`src/rtl/bus_pkg.sv`:
```
// ============================================================================
// Module : bus_pkg
// Brief  : Data-bus bridge state encoding and latched request layout.
// Rev    : 1.0 - initial release
// ============================================================================
`default_nettype none

package bus_pkg;

    localparam int c_BUS_ADDR_W = 32;
    localparam int c_BUS_DATA_W = 32;

    typedef enum logic [2:0] {
        IDLE  = 3'd0,
        REQ   = 3'd1,
        WAIT  = 3'd2,
        DONE  = 3'd3,
        DRAIN = 3'd4
    } dbus_state_t;

    typedef enum logic [1:0] {
        BYTE = 2'd0,
        HALF = 2'd1,
        WORD = 2'd2
    } msize_t;

    typedef struct packed {
        logic                      wr;
        msize_t                    size;
        logic [c_BUS_ADDR_W-1:0]   addr;
        logic [c_BUS_DATA_W/8-1:0] wstrb;
        logic [c_BUS_DATA_W-1:0]   wdata;
    } dbus_req_t;

endpackage

`default_nettype wire

```
`src/rtl/common_pkg.sv`:
```
// ============================================================================
// Module : common
// Brief  : Pipeline-side memory request types shared across the core.
// Rev    : 1.0 - initial release
// ============================================================================
`default_nettype none

package common;

    localparam int c_MEM_ADDR_W = 32;
    localparam int c_MEM_DATA_W = 32;

    typedef struct packed {
        logic                    valid;
        logic [c_MEM_ADDR_W-1:0] addr;
        logic [1:0]              size;
    } mem_read_req;

    typedef struct packed {
        logic                      valid;
        logic [c_MEM_ADDR_W-1:0]   addr;
        logic [1:0]                size;
        logic [c_MEM_DATA_W/8-1:0] strobe;
        logic [c_MEM_DATA_W-1:0]   data;
    } mem_write_req;

endpackage

`default_nettype wire

```
`src/rtl/dbus_bridge_req_latch.sv`:
```
// ============================================================================
// Module : dbus_req_latch
// Brief  : Holds the issued bus request stable until the transaction retires.
// Rev    : 1.0 - initial release
// ============================================================================
`default_nettype none

module dbus_req_latch
    import bus_pkg::*;
(
    input  logic      clk,
    input  logic      reset,
    input  logic      i_load,
    input  dbus_req_t i_req,
    output dbus_req_t o_req
);

    always_ff @(posedge clk or posedge reset) begin
        if (reset) begin
            o_req <= '0;
        end else if (i_load) begin
            o_req <= i_req;
        end
    end

endmodule

`default_nettype wire

```
`src/rtl/dbus_bridge.sv`:
```
// ============================================================================
// Module : dbus_bridge
// Brief  : M-stage to single-outstanding SRAM-like data-bus bridge with drain.
// Rev    : 1.0 - initial release
// ============================================================================
`default_nettype none

module dbus_bridge
    import bus_pkg::*;
    import common::*;
#(
    parameter int ADDR_W = 32,
    parameter int DATA_W = 32
) (
    input  logic                clk,
    input  logic                reset,
    input  mem_read_req         mread,
    input  mem_write_req        mwrite,
    input  logic                m_advance,
    input  logic                flush,
    output logic [DATA_W-1:0]   rd,
    output logic                d_data_ok,
    output logic                data_req,
    output logic                data_wr,
    output logic [1:0]          data_size,
    output logic [ADDR_W-1:0]   data_addr,
    output logic [DATA_W/8-1:0] data_wstrb,
    output logic [DATA_W-1:0]   data_wdata,
    input  logic                data_addr_ok,
    input  logic [DATA_W-1:0]   data_rdata,
    input  logic                data_data_ok
);

    dbus_state_t       r_state;
    dbus_state_t       w_next;
    logic              r_flushed;
    logic              w_flushed;
    logic              w_keep_flush;
    logic [DATA_W-1:0] r_rd;
    logic              w_valid;
    logic              w_load;
    logic              w_req;
    logic              w_ok;
    logic              w_pass;
    dbus_req_t         w_in;
    dbus_req_t         w_bus;
    dbus_req_t         r_req;

    // A write takes priority when the pipeline presents both.
    always_comb begin
        w_valid  = mread.valid | mwrite.valid;
        w_in.wr  = mwrite.valid;
        w_in.size  = msize_t'(mwrite.valid ? mwrite.size : mread.size);
        w_in.addr  = mwrite.valid ? mwrite.addr : mread.addr;
        w_in.wstrb = mwrite.valid ? mwrite.strobe : '0;
        w_in.wdata = mwrite.valid ? mwrite.data : '0;
    end

    dbus_req_latch u_req_latch (
        .clk    (clk),
        .reset  (reset),
        .i_load (w_load),
        .i_req  (w_in),
        .o_req  (r_req)
    );

    always_comb begin
        w_next    = r_state;
        w_load    = 1'b0;
        w_req     = 1'b0;
        w_ok      = 1'b1;
        w_pass    = 1'b0;
        w_flushed = r_flushed | flush;
        case (r_state)
            IDLE: begin
                if (w_valid && !flush) begin
                    w_load = 1'b1;
                    w_req  = 1'b1;
                    w_ok   = 1'b0;
                    if (data_addr_ok && data_data_ok) begin
                        w_ok   = 1'b1;
                        w_pass = 1'b1;
                        w_next = m_advance ? IDLE : DONE;
                    end else if (data_addr_ok) begin
                        w_next = WAIT;
                    end else begin
                        w_next = REQ;
                    end
                end
            end
            REQ: begin
                w_req = 1'b1;
                w_ok  = w_flushed;
                if (data_addr_ok && data_data_ok) begin
                    if (w_flushed) begin
                        w_next = IDLE;
                    end else begin
                        w_ok   = 1'b1;
                        w_pass = 1'b1;
                        w_next = m_advance ? IDLE : DONE;
                    end
                end else if (data_addr_ok) begin
                    w_next = w_flushed ? DRAIN : WAIT;
                end
            end
            WAIT: begin
                w_ok = w_flushed;
                if (data_data_ok) begin
                    if (w_flushed) begin
                        w_next = IDLE;
                    end else begin
                        w_ok   = 1'b1;
                        w_pass = 1'b1;
                        w_next = m_advance ? IDLE : DONE;
                    end
                end else if (w_flushed) begin
                    w_next = DRAIN;
                end
            end
            DONE: begin
                if (m_advance || flush) begin
                    w_next = IDLE;
                end
            end
            DRAIN: begin
                if (data_data_ok) begin
                    w_next = IDLE;
                end
            end
            default: begin
                w_next = IDLE;
            end
        endcase
        w_keep_flush = w_flushed && ((w_next == REQ) || (w_next == WAIT));
    end

    always_ff @(posedge clk or posedge reset) begin
        if (reset) begin
            r_state   <= IDLE;
            r_flushed <= 1'b0;
            r_rd      <= '0;
        end else begin
            r_state   <= w_next;
            r_flushed <= w_keep_flush;
            if (w_pass) begin
                r_rd <= data_rdata;
            end
        end
    end

    // Outputs are forced to idle values while reset is high, independent of the clock.
    always_comb begin
        w_bus      = (r_state == IDLE) ? w_in : r_req;
        data_req   = 1'b0;
        data_wr    = 1'b0;
        data_size  = '0;
        data_addr  = '0;
        data_wstrb = '0;
        data_wdata = '0;
        rd         = '0;
        d_data_ok  = 1'b1;
        if (!reset) begin
            data_req   = w_req;
            data_wr    = w_bus.wr;
            data_size  = w_bus.size;
            data_addr  = w_bus.addr[ADDR_W-1:0];
            data_wstrb = w_bus.wstrb[DATA_W/8-1:0];
            data_wdata = w_bus.wdata[DATA_W-1:0];
            rd         = w_pass ? data_rdata : r_rd;
            d_data_ok  = w_ok;
        end
    end

    a_single_op: assert property (@(posedge clk) disable iff (reset)
        !(mread.valid && mwrite.valid));

endmodule

`default_nettype wire
```
`config.mk`:
```
export PLATFORM = sky130hd
export DESIGN_NAME = dbus_bridge
export DESIGN_NICKNAME = d
export VERILOG_FILES = /design/src/rtl/bus_pkg.sv /design/src/rtl/common_pkg.sv /design/src/rtl/dbus_bridge_req_latch.sv /design/src/rtl/dbus_bridge.sv
export SDC_FILE = /design/constraint.sdc
export NUM_CORES = 1
export LEC_CHECK = 0
export CAP_MARGIN = 5
export CORE_AREA = 2 2 118 120
export CTS_BUF_LIST = sky130_fd_sc_hd__clkbuf_8
export DETAILED_ROUTE_END_ITERATION = 8
export DIE_AREA = 0 0 120 122
export PLACE_DENSITY = 0.92
export SLEW_MARGIN = 40
export SYNTH_ARGS = -nofsm -noshare
export SYNTH_HDL_FRONTEND = slang
export SYNTH_HIERARCHICAL = 1
export SYNTH_SLANG_ARGS = --single-unit
```
`constraint.sdc`:
```
create_clock -name clk -period 3.7 [get_ports clk]
set_input_delay 0.37 -clock clk [delete_from_list [all_inputs] [get_ports clk]]
set_output_delay 0.37 -clock clk [all_outputs]
set_load 0.05 [all_outputs]
```
==> run_results.csv <==
group,metric,value,unit
setup_path,crit_path_start,"r_state[2]",
clocking,cts.repair.resized,0,
cells_and_area,regArea,0.00268,mm2
synthesis,syn_avg_cell_area,10.5,um2
sta,finalCriticalPeriod,3120,ps
cells_and_area,insertedDiodeCount,0,
place,place.gp.congestion,0.872,
clocking,cts-buffers-inserted,9,
clocking,htree_levels,3,
clocking,cts_root_buf,"clkbuf_8",
routing,drc,0,
routing,avgRoutedWirePerCell,17.7,um
place,portBuffers,248,
setup_path,r2r-end,"u_req_latch/o_req[3]",
synthesis,yosysWarnings,6,
sta,drv_slew,0,
cells_and_area,fillCellCount,939,
routing,wirelength,18.1,mm
synthesis,syn_nets,764,
cells_and_area,drive_gt1_frac,0.244,
sta,rsz0062_at_grt,"false",
routing,vias,5342,
grt,grtUsageTotal,0.248,
setup_path,required,3330,ps
sta,final.setup.tns,0,ps
floorplan,rows,43,
clocking,post_cts_buffers,0,
place,hpwl,13.0,mm
floorplan,die-height,122,um
setup_path,r2r_slack,1320,ps
clocking,cts.sinks,107,
sta,max_freq,0.321,GHz
cells_and_area,nets,986,
sta,fin_ws,584,ps
grt,grt_pass1_vias,5536,
run_status,status,"completed",
routing,ant_nets,0,
power,p_leak,4.16,nW
clocking,clock_latency,370,ps
setup_path,arrival,2750,ps
synthesis,synth_cell_types,33,
floorplan,io_pins,249,
cells_and_area,final_cell_count_no_fill,1027,
routing,firstDrtPassIters,5,
floorplan,core_area,0.0135,mm2
clocking,clockBufferDepth,2,
cells_and_area,synthToLayoutAreaGrowth,46.7,%
clocking,cts_tree,"built",
setup_path,r2r_cells,5,
cells_and_area,post-route-util,0.709,
grt,grt_max_degree,69,
synthesis,netlist_area,0.00653,mm2
sta,setup_viol,0,
synthesis,ys_seq_elements,107,
grt,grt_first_pass_wirelength,28.8,mm
place,dpl.cell_count,1011,
cells_and_area,multi_input_area,0.00350,mm2
sta,hold_ws,455,ps
sta,timing.final.hold_violations,0,
floorplan,die_area,0.0146,mm2
floorplan,fp.dieW,120,um
setup_path,end_kind,"output port",
place,dpl-instance-area,0.00935,mm2
power,peakVddDrop,0.000381,V
min_path,holdCritPathClass,"in -> async",
sta,finalCritPeriodShare,0.842,
setup_path,rr_startpoint,"r_state[2]",
setup_path,startpoint_type,"register",
power,total_power,7.38,mW
routing,first_iter_violations,324,
clocking,ctsHoldBuffers,0,
grt,antenna_found_initial,0,
power,powerDensity,771,mW/mm2
routing,vias_per_cell,5.20,
sta,skew,10.1,ps
place,pre_cts_ws,917,ps
job,maxCapViolations,0,
floorplan,initial_utilization,0.484,
synthesis,synth_cells,620,
setup_path,path_max_fanout,37,
grt,grt-ovfl-total,0,
cells_and_area,design_area,0.00958,mm2
synthesis,ys_seq_area_frac,0.410,
sta,tightestPinTransition,803,ps
sta,slew_headroom,0.465,
clocking,path_clk_slew,100,ps
setup_path,critical_path_class,"reg -> out",
-- worst max-delay path, stage by stage (launching register included) --
cell             delay [ps]
dfrtp_1                 490
or3_2                   680
buf_12                  230
nor2_1                  130
nor3_1                   60
clkdlybuf4s50_1         760
-- where the power goes --
group | internal [mW] | switching (mW)
clock network | 0.400 | 0.407
registers | 1.73 | 0.317
logic | 2.07 | 2.46
-- logic make-up after synthesis --
kind of cell,share of synthesized area
AOI/OAI and AO/OA,0.0431
buffers and inverters,0.0546
DFF,0.410
muxes,0.294
and+or+nand+nor,0.199
-- worst max path at each step --
stage | endpoint | slack, ps | cells past startpoint
floorplan | data_addr[0] | 900 | 5
global placement | data_wdata[26] | 950 | 6
finish | data_addr[9] | 580 | 5
CTS | data_addr[22] | 580 | 5
detailed placement | rd[31] | 920 | 8
global route | data_wdata[16] | 460 | 5
-- sequential cells by signal, summed over array words and instances (netlist names) --
name               cells
u_req_latch/o_req     71
r_rd                  32
r_state                3
r_flushed              1
-- cell type report --
type | instances | share of cell area
clock buffers | 10 | 0.0144
clock inverters | 6 | 0.00928
repair buffers | 259 | 0.305
flip-flops and latches | 107 | 0.280
well taps | 180 | 0.0235
multi-input cells | 461 | 0.366
inverters | 4 | 0.00209
-- cells in the mapped netlist, drive strengths merged --
| cell type | count | share of area |
|---|---|---|
| and4 | 1 | 0.0017 |
| nand3b | 1 | 0.0012 |
| o21ai | 3 | 0.0040 |
| nor2b | 1 | 0.00096 |
| clkbuf | 33 | 0.019 |
| nand3 | 3 | 0.0023 |
| and2 | 68 | 0.065 |
| nor3 | 35 | 0.027 |
| or3 | 2 | 0.0019 |
| nand4 | 1 | 0.00096 |
| a211oi | 2 | 0.0031 |
| nor2 | 75 | 0.043 |
| nor4b | 1 | 0.0013 |
| mux2 | 137 | 0.29 |
| inv | 4 | 0.0023 |
| a32oi | 1 | 0.0013 |
| or2 | 2 | 0.0023 |
| o211ai | 1 | 0.0012 |
| a211o | 1 | 0.0013 |
| buf | 15 | 0.033 |
| a21oi | 40 | 0.031 |
| nand2b | 2 | 0.0019 |
| a221o | 1 | 0.0015 |
| nand2 | 81 | 0.047 |
| dfrtp | 107 | 0.41 |
| nand4b | 1 | 0.0013 |
| and3 | 1 | 0.00096 |
-- per-layer routing --
layer / track usage / vias up / routed length, um
met1: 0.311 / 2608 / 7740
met2: 0.433 / 207 / 9010
met3: 0.0609 / 13 / 1190
met4: 0.0574 / 0 / 182
li1: - / 2514 / -
met5: 0 / - / 0
-- placed cells by master (no fill, tap or decap), drive strengths merged, types with 3 or more instances in the layout --
cell	synthesis	routed
and2	68	68
inv	4	4
nor3	35	35
dfrtp	107	107
nor2	75	75
clkdlybuf4s50	0	214
o21ai	3	3
nand2	81	81
buf	15	45
a21oi	40	40
nand3	3	3
mux2	137	137
clkbuf	33	10
(Power assumes the default switching activity.)
